### src/rtl/serial_sub_pkg.sv
// Shared definitions for the bit-serial subtractor: FSM encodings and default width.
package serial_sub_pkg;

    localparam int DEFAULT_WIDTH = 8;

    typedef enum logic [1:0] {
        S_IDLE = 2'd0,
        S_RUN  = 2'd1,
        S_FIN  = 2'd2
    } state_t;

endpackage

### src/rtl/full_subtractor.sv
// One-bit full subtractor: D = A - B - BIN, BOUT set when the bit borrows.
module full_subtractor (
    input  logic A,
    input  logic B,
    input  logic BIN,
    output logic D,
    output logic BOUT
);

    assign D    = A ^ B ^ BIN;
    assign BOUT = (~A & B) | (~(A ^ B) & BIN);

endmodule

### src/rtl/serial_subtractor.sv
// Bit-serial unsigned subtractor: D = A - B mod 2^WIDTH, BOUT = (A < B).
// One bit per clock, LSB first; result is published only on the final bit edge
// so D/BOUT never expose a partial difference.
module serial_subtractor
    import serial_sub_pkg::*;
#(
    parameter int WIDTH = DEFAULT_WIDTH
) (
    input  logic             CLK,
    input  logic             RST,
    input  logic             START,
    input  logic [WIDTH-1:0] A,
    input  logic [WIDTH-1:0] B,
    output logic             BUSY,
    output logic             DONE,
    output logic [WIDTH-1:0] D,
    output logic             BOUT
);

    // Counter can hold WIDTH so the final increment never wraps.
    localparam int CNT_W = $clog2(WIDTH + 1);

    state_t             state;
    state_t             state_nxt;
    logic [WIDTH-1:0]   a_sr;
    logic [WIDTH-1:0]   b_sr;
    logic [WIDTH-1:0]   res_sr;
    logic               bw;
    logic [CNT_W-1:0]   cnt;
    logic               fs_d;
    logic               fs_bout;
    logic               last_bit;

    full_subtractor u_fs (
        .A    (a_sr[0]),
        .B    (b_sr[0]),
        .BIN  (bw),
        .D    (fs_d),
        .BOUT (fs_bout)
    );

    assign last_bit = (cnt == CNT_W'(WIDTH - 1));

    // State register; reset wins over everything.
    always_ff @(posedge CLK) begin
        if (RST) state <= S_IDLE;
        else     state <= state_nxt;
    end

    // Next-state decode; the unused encoding falls back to IDLE.
    always_comb begin
        state_nxt = S_IDLE;
        case (state)
            S_IDLE:  state_nxt = START ? S_RUN : S_IDLE;
            S_RUN:   state_nxt = last_bit ? S_FIN : S_RUN;
            S_FIN:   state_nxt = S_IDLE;
            default: state_nxt = S_IDLE;
        endcase
    end

    // Datapath and registered status outputs (BUSY/DONE follow the next state).
    always_ff @(posedge CLK) begin
        if (RST) begin
            a_sr   <= '0;
            b_sr   <= '0;
            res_sr <= '0;
            bw     <= 1'b0;
            cnt    <= '0;
            D      <= '0;
            BOUT   <= 1'b0;
            BUSY   <= 1'b0;
            DONE   <= 1'b0;
        end else begin
            BUSY <= (state_nxt == S_RUN);
            DONE <= (state_nxt == S_FIN);
            case (state)
                S_IDLE: begin
                    if (START) begin
                        a_sr <= A;
                        b_sr <= B;
                        bw   <= 1'b0;
                        cnt  <= '0;
                    end
                end
                S_RUN: begin
                    a_sr   <= {1'b0, a_sr[WIDTH-1:1]};
                    b_sr   <= {1'b0, b_sr[WIDTH-1:1]};
                    res_sr <= {fs_d, res_sr[WIDTH-1:1]};
                    bw     <= fs_bout;
                    cnt    <= cnt + 1'b1;
                    if (last_bit) begin
                        D    <= {fs_d, res_sr[WIDTH-1:1]};
                        BOUT <= fs_bout;
                    end
                end
                default: ;
            endcase
        end
    end

endmodule

### config.mk
export PLATFORM = sky130hd
export DESIGN_NAME = serial_subtractor
export DESIGN_NICKNAME = d
export VERILOG_FILES = /design/src/rtl/serial_sub_pkg.sv /design/src/rtl/full_subtractor.sv /design/src/rtl/serial_subtractor.sv
export SDC_FILE = /design/constraint.sdc
export NUM_CORES = 1
export LEC_CHECK = 0
export ABC_AREA = 0
export CORE_UTILIZATION = 55
export DETAILED_ROUTE_END_ITERATION = 10
export PLACE_DENSITY = 0.83
export SLEW_MARGIN = 20
export SYNTH_ARGS = -nofsm -noshare
export SYNTH_HDL_FRONTEND = slang
export SYNTH_SLANG_ARGS = --single-unit
### constraint.sdc
create_clock -name CLK -period 2.1 [get_ports CLK]
set_input_delay 0.21 -clock CLK [delete_from_list [all_inputs] [get_ports CLK]]
set_output_delay 0.21 -clock CLK [all_outputs]
set_load 0.01 [all_outputs]
=== After elaboration in Yosys (flattened, before gate mapping) ===
Index checks and enable logic that the tools add are counted.

* Bits in registers: 42
* Output and inout bits: 11
* Word-level logic and storage cells: 38

* Add/sub/neg operators: 1
* Eq/ne operators: 5
* Mux-type cells: 11
* Bitwise gates (word level): 7
* Reductions and logical operators: 4

{| class="wikitable"
|+ Operators with widths
! cell !! count
|-
| case mux 8 bit (2 select lines) || 2
|-
| 2-to-1 mux 8 bit || 2
|-
| case mux 4 bit (2 select lines) || 1
|-
| adder 4 x 1 -> 4 bit, second input constant || 1
|-
| == test 2 x 1 -> 1 bit, second input constant || 2
|-
| == test 4 x 3 -> 1 bit, second input constant || 1
|-
| 2-to-1 mux 4 bit || 1
|-
| case mux 2 bit (2 select lines) || 1
|-
| AND reduction 2 bit || 2
|-
| bitwise AND 1 bit || 2
|-
| == test 2 bit, second input constant || 1
|-
| zero test 2 bit || 1
|-
| 2-to-1 mux 1 bit || 2
|-
| 2-to-1 mux 2 bit || 1
|-
| inequality test 2 bit, second input constant || 1
|-
| inverter 1 bit || 2
|-
| case mux 1 bit (2 select lines) || 1
|-
| nonzero test 2 bit || 1
|-
| XOR 1 bit || 2
|-
| OR 1 bit || 1
|}

=== Depth between registers and ports, before layout ===
Gate-level depths: netlist of run 1.

* Depth in word-level cells: 5
* Depth in mapped cells: 6
* Mapped depth without buffers: 4

=== Hierarchy ===
From an unflattened synthesis of run 1, not the netlist that was laid out.

* Cell total of the unflattened synthesis: 194
* Area, all modules: 1702.9 µm²

{| class="wikitable"
|+ Modules (own cells, without submodules)
! module !! times used !! cells each !! area each (µm²) !! seq. area each (µm²)
|-
| serial_subtractor || 1 || 190 || 1671.6 || 820.8
|-
| full_subtractor || 1 || 4 || 31.3 || 0.0
|}

=== Least setup slack after synthesis of run 1 ===
No wires, ideal clock.

* Path kind: reg2reg
* Start point: reg cnt[0]
* End point: reg D[0]
* Setup time: 72 ps
* Arrival time: 1181 ps
* Slack: 847 ps
* Cell stages (with the launch flop): 5
* Buffers on the path: 0
* Period minus slack after synthesis: 1253 ps
* Cell sequence: dfxtp_1 > ha_1 > nand4b_2 > nor2_4 > mux2i_1

* Longest elaborated chain between the ends: 2

{| class="wikitable"
|+ RTL lines
! item !! RTL line !! text
|-
| start: declaration || serial_subtractor.sv:29 || <nowiki>logic [CNT_W-1:0] cnt;</nowiki>
|-
| start signal: assignment || serial_subtractor.sv:90 || <nowiki>cnt <= cnt + 1'b1;</nowiki>
|-
| == test 4 x 3 -> 1 bit || serial_subtractor.sv:42 || <nowiki>assign last_bit = (cnt == CNT_W'(WIDTH - 1));</nowiki>
|-
| AND reduction 2 bit (no source line) || - ||
|-
| end signal: assignment || serial_subtractor.sv:92 || <nowiki>D <= {fs_d, res_sr[WIDTH-1:1]};</nowiki>
|-
| end: declaration || serial_subtractor.sv:16 || <nowiki>output logic [WIDTH-1:0] D,</nowiki>
|}

No other way between the ends.
A chain may end at the register's enable or synchronous reset.

=== Worst setup path in the final report of run 1 ===
* Start point: reg state[1]
* End point: reg a_sr[4]

* Longest elaborated chain between the ends: 3
* Elaborated cells between the ends (all ways): 6
* Those cells by class: eq/ne: 2; mux: 1; reduce/logical: 3

{| class="wikitable"
|+ RTL lines
! item !! RTL line !! text
|-
| start: declaration || serial_subtractor.sv:23 || <nowiki>state_t state;</nowiki>
|-
| start signal: assignment || serial_subtractor.sv:47 || <nowiki>else state <= state_nxt;</nowiki>
|-
| == test 2 x 1 -> 1 bit or zero test 2 bit (tied branches) || serial_subtractor.sv:76 || <nowiki>case (state)</nowiki>
|-
| nonzero test 2 bit (no source line) or inequality test 2 bit (tied branches) || - ||
|-
| AND reduction 2 bit (no source line) || - ||
|-
| end signal: assignment || serial_subtractor.sv:86 || <nowiki>a_sr <= {1'b0, a_sr[WIDTH-1:1]};</nowiki>
|-
| end: declaration || serial_subtractor.sv:25 || <nowiki>logic [WIDTH-1:0] a_sr;</nowiki>
|}

Several ways; a longest one is shown, not always the timed one.

==> run summary, run 1 <==
The final number of hold-violating endpoints came out at 0. The share of flip-flops with an asynchronous set or reset after synthesis is 0%. The worst supply voltage drop on vdd is between 0.5 and 0.6 mV.

The delay of the slowest cell on the worst path came out at 0.53 ns. The flip-flop and latch count after synthesis is 41. After floorplanning, the core was sized to cover 2830 um^2.

The number of global-route vias before repair came out at 1350. The yosys synthesis warning count came out at 0. The worst path arrival time came out at 1.90 ns. The number of rows in the core area is 19. The maximum number of buffers from clock root to sink came out at 2. The actual transition at the worst max-transition pin came out at 0.497 ns.

The number of synthesized flops with an enable pin is 0. The number of nets in the synthesized netlist is 213. The detailed router finished its first iteration with 54 violations. The number of sinks handled by clock tree synthesis came out at 41. The share of synthesized area occupied by flip-flops and latches is between 40% and 50%. The biggest fanout along the worst timing path came out at 14. For this block, the via count after detailed routing is 1403. The final critical path takes up 77.1% of the cycle. The path type of the worst setup path is flip-flop to flip-flop. Setup repair after global routing left no endpoint under its margin. The routed design could run at a clock period as short as 1.62 ns. The analysis attributes to cell leakage a power of slightly below 0.8 nW.

In this run the most critical hold path is launched from A[4]. The total clock buffers created by CTS is 5. The worst path required time is 2.38 ns.

The post-route clock skew is ~0.015 ns. In this run the clock root is driven by a clkbuf_4. The number of primary I/O pins came out at 30. The number of pins exceeding their max-slew limit in the final report was 0. The instance count of the mapped netlist is 192. STA classifies the critical path endpoint as a flip-flop. The register-to-register path setup slack is 0.48 ns. The starting density of the core is approximately 60%.

The initial antenna violation count is 0. The count of TritonRoute iterations in the first routing pass came out at 9. Final hold analysis gives a worst-case slack of 0.391 ns. The full die area is 3300 um^2. The count of distinct cell types in the synthesized netlist is 30.

For this run, the leading register cell type out of synthesis is dfxtp_1. The count of hold-fix buffers inserted at cts came out at 0. The path with the worst hold slack has its endpoint at a_sr[4]. The antenna diode count came out at 0. The flow ran to the end, but the final reports show violations. The clock insertion delay at the later pin of the skew report came out at 0.36 ns. The tightest min-delay check is of the input pin to flip-flop type. The pin count of the biggest net entering global routing is 37.

After routing, the total negative slack on setup checks comes to 0 ns. The clock transition time at the flip-flop clock pins of the worst setup and hold paths is between 0.1 and 0.15 ns. The global-route total usage across every layer is roughly 23%. The half-perimeter wire length after detailed placement came out at roughly 2300 um. The timing-limited maximum frequency came out at 618 MHz. The number of buffers inserted by post-CTS setup repair came out at 0.

The area added between synthesis and finish is 22.6%. The number of gates resized after CTS was 0. Walking the worst path, the cells encountered are nand2b_1, buf_4, nand2_1, a211oi_1. STA classifies the critical path startpoint as a flip-flop. The number of cells on the worst reg-to-reg path is 4. The checks that failed: DRC. The first-pass GRT wire length is about 5800 um. The reg-to-reg critical path startpoint is state[1].

TritonCTS built the clock tree. The per-cell via count in the routed design came out at 5.57. The wire length after detailed routing came out at 3310 um. The number of nets in the layout is roughly 240. The count of nets left with antenna violations once routing finished came out at 0.

In this run the horizontal extent of the chip is 57.5 um. The number of port buffers came out at 29. At the end of routability-driven placement, the weighted congestion stood at ~0.76.

In this run the cell area of the synthesized design comes to 1690 um^2. The mean instance size in the synthesized netlist is 8.82 um^2. The die height is between 50 and 60 um. Global routing finished with a remaining overflow of 0. The worst register-to-register path ends at a_sr[4]. The number of H-tree levels came out at 2.

Measured against its own limit, the worst slew margin works out to 66.9%. The count of maximum capacitance violations came out at 0. The instance count along the most critical hold path came out at 3. The detailed-route DRC error count came out at 3. Cells with a size suffix above 1 make up under 10% of the layout. Dividing total power by cell area gives a power density of 734 nW/um^2. The number of endpoints failing setup at the final stage came out at 0. The slowest stage of the critical path is the dfxtp_1 cell. The post-detailed-route wirelength per cell is about 13 um.
cell usage after synthesis (2+ instances only):
library cell | instances | share of area [%]
a211oi_1 | 13 | 5.8
a21oi_1 | 22 | 6.5
a22oi_1 | 3 | 1.3
buf_2 | 6 | 1.8
buf_4 | 2 | 0.89
clkbuf_1 | 5 | 1.1
dfxtp_1 | 41 | 48
inv_1 | 2 | 0.44
mux2i_1 | 9 | 5.3
nand2_1 | 30 | 6.7
nand2b_1 | 17 | 6.3
nand3_1 | 2 | 0.59
nor2_1 | 20 | 4.4
nor2b_1 | 2 | 0.74
nor3_1 | 3 | 0.89
layout by cell type, fill, tap and decap left out, types with 3 or more instances in the layout:
| cell | netlist | layout |
|---|---|---|
| nand2b_1 | 17 | 17 |
| buf_4 | 2 | 6 |
| dfxtp_1 | 41 | 41 |
| nand2_1 | 30 | 30 |
| mux2i_1 | 9 | 9 |
| a22oi_1 | 3 | 3 |
| a211oi_1 | 13 | 13 |
| clkdlybuf4s50_1 | 0 | 29 |
| clkbuf_4 | 0 | 5 |
| nor2_1 | 20 | 20 |
| a21oi_1 | 22 | 22 |
| nor3_1 | 3 | 3 |
state kept, by name (all words and copies together) (netlist names):
| name | cells |
|---|---|
| bw | 1 |
| BUSY | 1 |
| state | 2 |
| D | 8 |
| b_sr | 8 |
| cnt | 4 |
| BOUT | 1 |
| DONE | 1 |
| res_sr | 7 |
| a_sr | 8 |
worst max path at each step:
| stage | startpoint | end | cells after the start |
|---|---|---|---|
| 2_1_floorplan | cnt[0] | D[0] | 4 |
| 3_3_place_gp | state[1] | bw | 4 |
| 3_5_place_dp | state[1] | a_sr[4] | 4 |
| 4_1_cts | state[1] | a_sr[4] | 4 |
| 5_1_grt | state[1] | bw | 4 |
| 6_report | state[1] | a_sr[4] | 4 |
kinds of logic (layout without fill, tap and decap cells):
family	count (synthesis)	after routing	share of synthesized area [%]
simple gates	78	78	22.0
buf+inv	16	45	4.88
flops	41	41	48.5
mux	9	9	5.32
compound gates	46	46	17.4
fa+ha+maj	2	2	1.92
report_power, final:
group | switching [mW] | internal [mW]
combinational | 0.0872 | 0.0839
clock | 0.270 | 0.252
sequential | 0.0195 | 0.811
critical path, delay by kind of cell (launching register included):
family,cells,cell delay [ns]
compound gates,1,0.21
buf+inv,1,0.27
simple gates,2,0.54
flops,1,0.53
layout make-up:
class / instances / area, um^2
Sequential cell: 41 / 821
Multi-Input combinational cell: 135 / 790
Fill cell: 205 / 753
Timing Repair Buffer: 35 / 335
Clock inverter: 3 / 46.3
Tap cell: 31 / 38.8
Clock buffer: 5 / 37.5
Inverter: 2 / 7.51
routing by layer:
metal	global-route usage [%]	wire [um]	up-vias
li1	-	-	710
met1	26.8	1390	641
met2	39.2	1680	46
met3	6.80	181	6
met4	9.76	53	0
met5	0	0	-
through the flow:
stage / std cells / setup slack, ns / utilization (%) / power, mW / area [um^2]
finish: 252 / 0.481 / 73.4 / 1.52 / 2080
CTS: 252 / 0.471 / 73.4 / 1.53 / 2080
detailed placement: 244 / 0.470 / 70.4 / 1.02 / 1990
global placement: 244 / 0.587 / 70.4 / 1.01 / 1990
global route: 252 / 0.332 / 73.4 / 1.59 / 2080
floorplan: 192 / 0.847 / - / 0.954 / 1690
Note: power is estimated with default switching activity, not from simulation.
==> inputs of run 2 (changes only) <==
- CORE_UTILIZATION: 55 -> 46
- PLACE_DENSITY: 0.83 -> 0.74
- clock period: 2.1 -> 1.43 ns (I/O delays scaled with it)
==> run 2 against run 1 <==
Net effect: the flow now finishes without violations; sequential share of layout area decreased by 2.0 points; non-clock buffer count increased by 4; worst hold slack improved by 0.0078 ns; global-route usage decreased by 3.8 points; critical path depth decreased by 3; highest routed layer unchanged; routed wire length increased by 3.6%; setup slack got worse by 0.37 ns; first-iteration DRC count increased by 120%; via count increased by 1.8%; die area increased by 19%; sequential power increased by 47%; clock skew decreased by 0.011 ns; critical path type is now flip-flop to output pin.
==> run summary, run 2 (synthesis results as in run 1) <==
The count of TritonRoute iterations in the first routing pass came out at 4. The worst hold path belongs to the class input pin to flip-flop. The final worst-path cycle share came out at 92.0%. Across the VDD grid, the largest voltage drop is 0.661 mV. The worst slew margin relative to its limit came out at slightly below 80%. The count of fill cells added during filler insertion is 300. The final number of hold-violating endpoints is 0. On the final layout, the worst hold slack is 0.399 ns. The post-detailed-route wirelength per cell came out at 12.6 um.

The number of sinks handled by clock tree synthesis is 41. The initial antenna violation count is 0. The x dimension of the die is 62.7 um.

The largest delay contributor family on the critical path is buffers and inverters. Traced cell by cell, the critical path runs through clkdlybuf4s50_1. The starting density of the core is 49.2%. Compared with the post-synthesis result, the final layout area differs by 29.2%.

The clock transition time at the flip-flop clock pins of the worst setup and hold paths came out at around 0.08 ns. The setup slack after layout came out at 0.114 ns. The number of pins exceeding their max-slew limit in the final report is 0. The run finished with clean final reports.

Row generation in the floorplan step produced 21 rows. The actual transition at the worst max-transition pin came out at 0.344 ns. The tree is rooted in a clkbuf_8. The cell with the largest stage delay on the worst path is clkdlybuf4s50_1. The fraction of layout cells with a size suffix above 1 is roughly 9.8%. The area of all placed cells without fillers came out at 2190 um^2. The post-route clock skew is 0.00392 ns. The core box area is 3440 um^2. The number of global-route vias before repair came to 1287. The number of endpoints failing setup at the final stage came out at 0. At the end of the flow, the number of nets in the layout was 245. The total cell area at the placement stage is ~2000 um^2. Setup repair after global routing left no endpoint under its margin. On the worst path, the slowest cell contributes a delay of 0.53 ns. Leaving out fill and tap cells, the most frequent cells in the layout are dfxtp_1, nand2_1, clkdlybuf4s50_1, a21oi_1, nor2_1. The wire length after detailed routing is ~3400 um. The maximum number of buffers from clock root to sink came out at 2. The full die area is about 3900 um^2.

The global placer's final weighted congestion is a little under 0.8. The clock insertion delay at the later pin of the skew report came out at 0.29 ns. The per-cell via count in the routed design is ~5.3. Entering global routing, the biggest net connects 51 pins. The half-perimeter wire length after detailed placement came out at about 2300 um. STA puts the critical path data arrival time at 1.17 ns. The shortest period the worst path allows is approximately 1.3 ns. The largest registers in the layout are D: 8 flops, a_sr: 8 flops, b_sr: 8 flops. The most frequent standard cell in the layout excluding fill and tap cells is dfxtp_1. TritonCTS built the clock tree. Prior to clock tree synthesis, the placed netlist has a worst setup slack of about 0.024 ns.

The number of nets still failing antenna checks after routing came out at 0. The path type of the worst setup path is flip-flop to output pin. The first-pass GRT wire length is about 5700 um. Detailed routing inserted a total of 1428 vias. The setup TNS came out at 0 ns. The power density over the cells came out at 1120 nW/um^2. For the worst setup path, the data required time is 1.29 ns. The overflow left after global routing came out at 0. The timing-limited maximum frequency is 760 MHz. In this run the static leakage power is 0.821 nW. The endpoint class of the critical path is an output pin. The total buffers and inverters traversed by the critical path came out at 1. The count of hold-fix buffers inserted at cts came out at 0.

The number of primary I/O pins is 30. The count of maximum capacitance violations came out at 0. The biggest fanout along the worst timing path is 2. After detailed routing, the number of remaining DRC violations is 0.

The violation count after the first detailed-route iteration came out at around 120. The global-route total usage across every layer is a little under a fifth. The antenna diode count came out at 0. The die is around 63 um tall. The number of port buffers is 29. The number of H-tree levels came out at 2. The total clock buffers created by CTS is 5.

The startpoint type of the worst setup path is a flip-flop.
-- run 2: changes by cell type in the layout (fill, tap and decap cells not counted), sizes merged --
cell,change
clkbuf,+1
clkinv,-1
buf,+4
-- run 2: power breakdown --
group / leakage, nW / total (mW) / internal (mW) / switching (mW)
Combinational: 0.428 / 0.260 / 0.130 / 0.129
Clock: 0.0574 / 0.967 / 0.567 / 0.399
Sequential: 0.335 / 1.22 / 1.19 / 0.0304
Total: 0.821 / 2.45 / 1.89 / 0.559
-- run 2: metal layers --
layer	vias up	GRT usage [%]	wire [um]
li1	712	-	-
met1	660	22.8	1520
met2	51	31.1	1670
met3	5	7.12	181
met4	0	7.85	48
met5	-	0	0
-- run 2: path summary, 6_finish.rpt --
path	start	to	slack, ns	depth (start not counted)
hold reg to reg	res_sr[1]	res_sr[1]	0.46	2
hold / removal	A[6]	a_sr[6]	0.40	3
setup / recovery	D[6]	D[6]	0.11	1
setup reg to reg	cnt[0]	D[0]	0.15	5
-- run 2: through the flow --
step	util (%)	cells	total power, mW
global route	63.5	271	2.55
floorplan	-	192	1.40
detailed placement	59.4	262	1.50
global placement	59.4	262	1.49
CTS	62.9	270	2.47
finish	63.5	271	2.45
-- run 2: cell type report --
cell class              count  area (um^2)  share of cell area, %
clock buffers               6         82.6                   3.78
multi-input cells         135          790                   36.1
inverters                   2         7.51                  0.343
flip-flops and latches     41          822                   37.6
clock inverters             2         37.5                   1.72
well taps                  46         57.6                   2.63
repair buffers             39          390                   17.8
-- run 2: repair_timing --
item / 4_1_cts / 5_1_grt
resized for setup: 0 / 1
setup endpoints to repair: 0 / 7
setup buffers: 0 / 1
==> inputs of run 3 (changes only) <==
- CORE_MARGIN: default -> 4
==> run 3 against run 2 <==
Net effect: via count shrank 2.2%; routed wire length grew 0.73%; clock-buffer cell count shrank 1; design area shrank 0.51%; core utilization shrank 0.33 points.
==> run summary, run 3 (synthesis results as in run 1) <==
The count of hold-fix buffers inserted at cts is 0. The length of routed met2 wiring came out at about 1700 um. After global routing the overflow that remains totals 0. The detailed-route DRC error count is 0.

The starting density of the core came out at 49.2%. Traced cell by cell, the critical path runs through ha_2, nand4b_2, buf_4, o21ai_0, o41ai_2. The region available for standard cell placement spans 3440 um^2. The number of port buffers is 29. The worst setup path is launched from a flip-flop. The total clock buffers created by CTS is 5.

The number of pins exceeding their max-slew limit in the final report is 0. The overall power consumption is 2.23 mW. The library cells used most frequently in the layout, excluding fill and tap cells, are dfxtp_1, nand2_1, clkdlybuf4s50_1, a21oi_1, nor2_1.

The die height is between 60 and 70 um. The filler cells instantiated in the layout total 300. Counting along the longest clock path gives a buffer depth of 2. The worst hold path belongs to the class input pin to flip-flop.

Of all nets on the critical path, the largest fanout is 5. The number of nets in the layout is 246. The top layer reached by signal wires is met4. The number of rows in the core area is 21. The pin count of the biggest net entering global routing is 28.

The clock transition time at the flip-flop clock pins of the worst setup and hold paths is 0.08 ns. The x dimension of the die came out at 68.7 um. The cell with the largest stage delay on the worst path is dfxtp_1. The number of global-route vias before repair came out at 1367. The pre-antenna-repair detailed-routing pass consisted of 4 iterations. The worst supply voltage drop on vdd is 0.502 mV. The endpoint class of the critical path is a flip-flop. The largest registers in the layout are D: 8 flops, a_sr: 8 flops, b_sr: 8 flops. In the final layout, the multi-input gates occupy 800 um^2. The wire length after detailed routing came out at 3450 um. The post-detailed-route wirelength per cell came out at ~13 um. The count of maximum capacitance violations came out at 0. The first-pass GRT wire length is 5950 um. The post-route clock skew is 0.00666 ns. The fraction of layout cells with a size suffix above 1 is a little under an eighth. Along the worst hold path, the cell count comes to 3. The initial antenna violation count is 0. For this block, wires on met1 add up to 1470 um. The worst path arrival time is approximately 1.5 ns.

The overall via count from detail_route is around 1400. The shortest period the worst path allows came out at 1.34 ns. At the pin with the least slew margin, the transition time is about 0.32 ns. The later pin in the worst-skew pair is clocked with a latency of 0.30 ns. Measured against its own limit, the worst slew margin works out to 78.6%. The number of H-tree levels came out at 2. The root buffer cell is clkbuf_8. The setup TNS is 0 ns. The violation count after the first detailed-route iteration came out at 82. The cell leakage power is 0.817 nW. The die covers between 4000 and 5000 um^2. The number of primary I/O pins is 30. The CTS tree is yes. Across every metal layer, demand over resource in global routing totals 17.2%. The worst setup path is of the flip-flop to flip-flop kind. The flow ran to the end, and the final reports show no timing, DRC or antenna violations. The number of nets still failing antenna checks after routing came out at 0.

The global placer's final weighted congestion is approximately 0.8. The final number of hold-violating endpoints came out at 0. Setup repair after global routing left no endpoint under its margin. The power density over the cells came out at a little over 1000 nW/um^2. Leaving out fill and tap cells, the most frequent cell in the layout is dfxtp_1. The number of endpoints failing setup at the final stage is 0. For the worst setup path, the data required time is between 1.5 and 2 ns. After layout, the worst path uses 93.6% of the clock period. The number of cells traversed by the worst register-to-register path is 5. The area used by sequential logic in the layout came out at between 800 and 900 um^2. The timing-limited maximum frequency came out at 747 MHz. The number of sinks handled by clock tree synthesis is slightly above 40. Relative to the synthesized area, the layout overhead comes to 28.5%. The half-perimeter wire length after detailed placement is 2460 um. The met3 wirelength from detailed routing came out at between 150 and 200 um. The delay of the slowest cell on the worst path is roughly 0.36 ns. The final core utilization came out at 63.2%. After detailed routing, the number of vias per cell comes to 5.13. The antenna diode count is 0.
[run 3: changes by cell type in the layout (fill, tap and decap cells not counted), sizes merged]
cell / before / now
bufinv: 1 / 0
clkbuf: 6 / 5
clkinv: 0 / 2
buf: 10 / 11
[run 3: power breakdown]
group	internal [mW]	leakage, nW	switching (mW)
clock	0.337	0.0439	0.406
sequential	1.19	0.336	0.0290
combinational	0.133	0.437	0.130
[run 3: critical path: cells and delay by family (launching register included)]
kind	cells	cell delay, ns
simple gates	1	0.15
fa+ha+maj	1	0.22
compound gates	2	0.29
flops	1	0.36
buf+inv	1	0.19
[run 3: layout make-up]
| class | instances | share of cell area, % |
|---|---|---|
| tap | 46 | 2.65 |
| multi-input combinational | 135 | 36.7 |
| timing repair buffer | 40 | 18.5 |
| clock inverter | 3 | 0.805 |
| clock buffer | 5 | 3.16 |
| sequential | 41 | 37.8 |
| inverter | 2 | 0.345 |
[run 3: per-layer routing]
metal | track usage (%) | vias to the layer above
li1 | - | 717
met1 | 19.3 | 630
met2 | 29.7 | 41
met3 | 5.67 | 8
met4 | 7.44 | 0
met5 | 0 | -
[run 3: what timing repair did]
action	in CTS	in global routing
setup endpoints to repair	0	14
resized for setup	0	5
endpoints found under the hold margin	0	0
setup buffers	0	1
[run 3: per-stage QoR]
| step | setup slack (ns) | hold WS [ns] | instances | area [um^2] |
|---|---|---|---|---|
| floorplan | 0.177 | 0.284 | 192 | 1690 |
| global placement | 0.0821 | 0.447 | 263 | 2050 |
| detailed placement | 0.0276 | 0.450 | 263 | 2050 |
| CTS | 0.0187 | 0.389 | 271 | 2140 |
| global route | 0.00866 | 0.416 | 272 | 2180 |
| finish | 0.0915 | 0.395 | 272 | 2180 |
[run 3: path summary, 6_finish.rpt]
kind | startpoint | to | slack (ns)
hold reg to reg | res_sr[1] | res_sr[1] | 0.46
setup / recovery | cnt[1] | BOUT | 0.09
hold / removal | B[3] | b_sr[3] | 0.39
setup reg to reg | cnt[1] | BOUT | 0.09
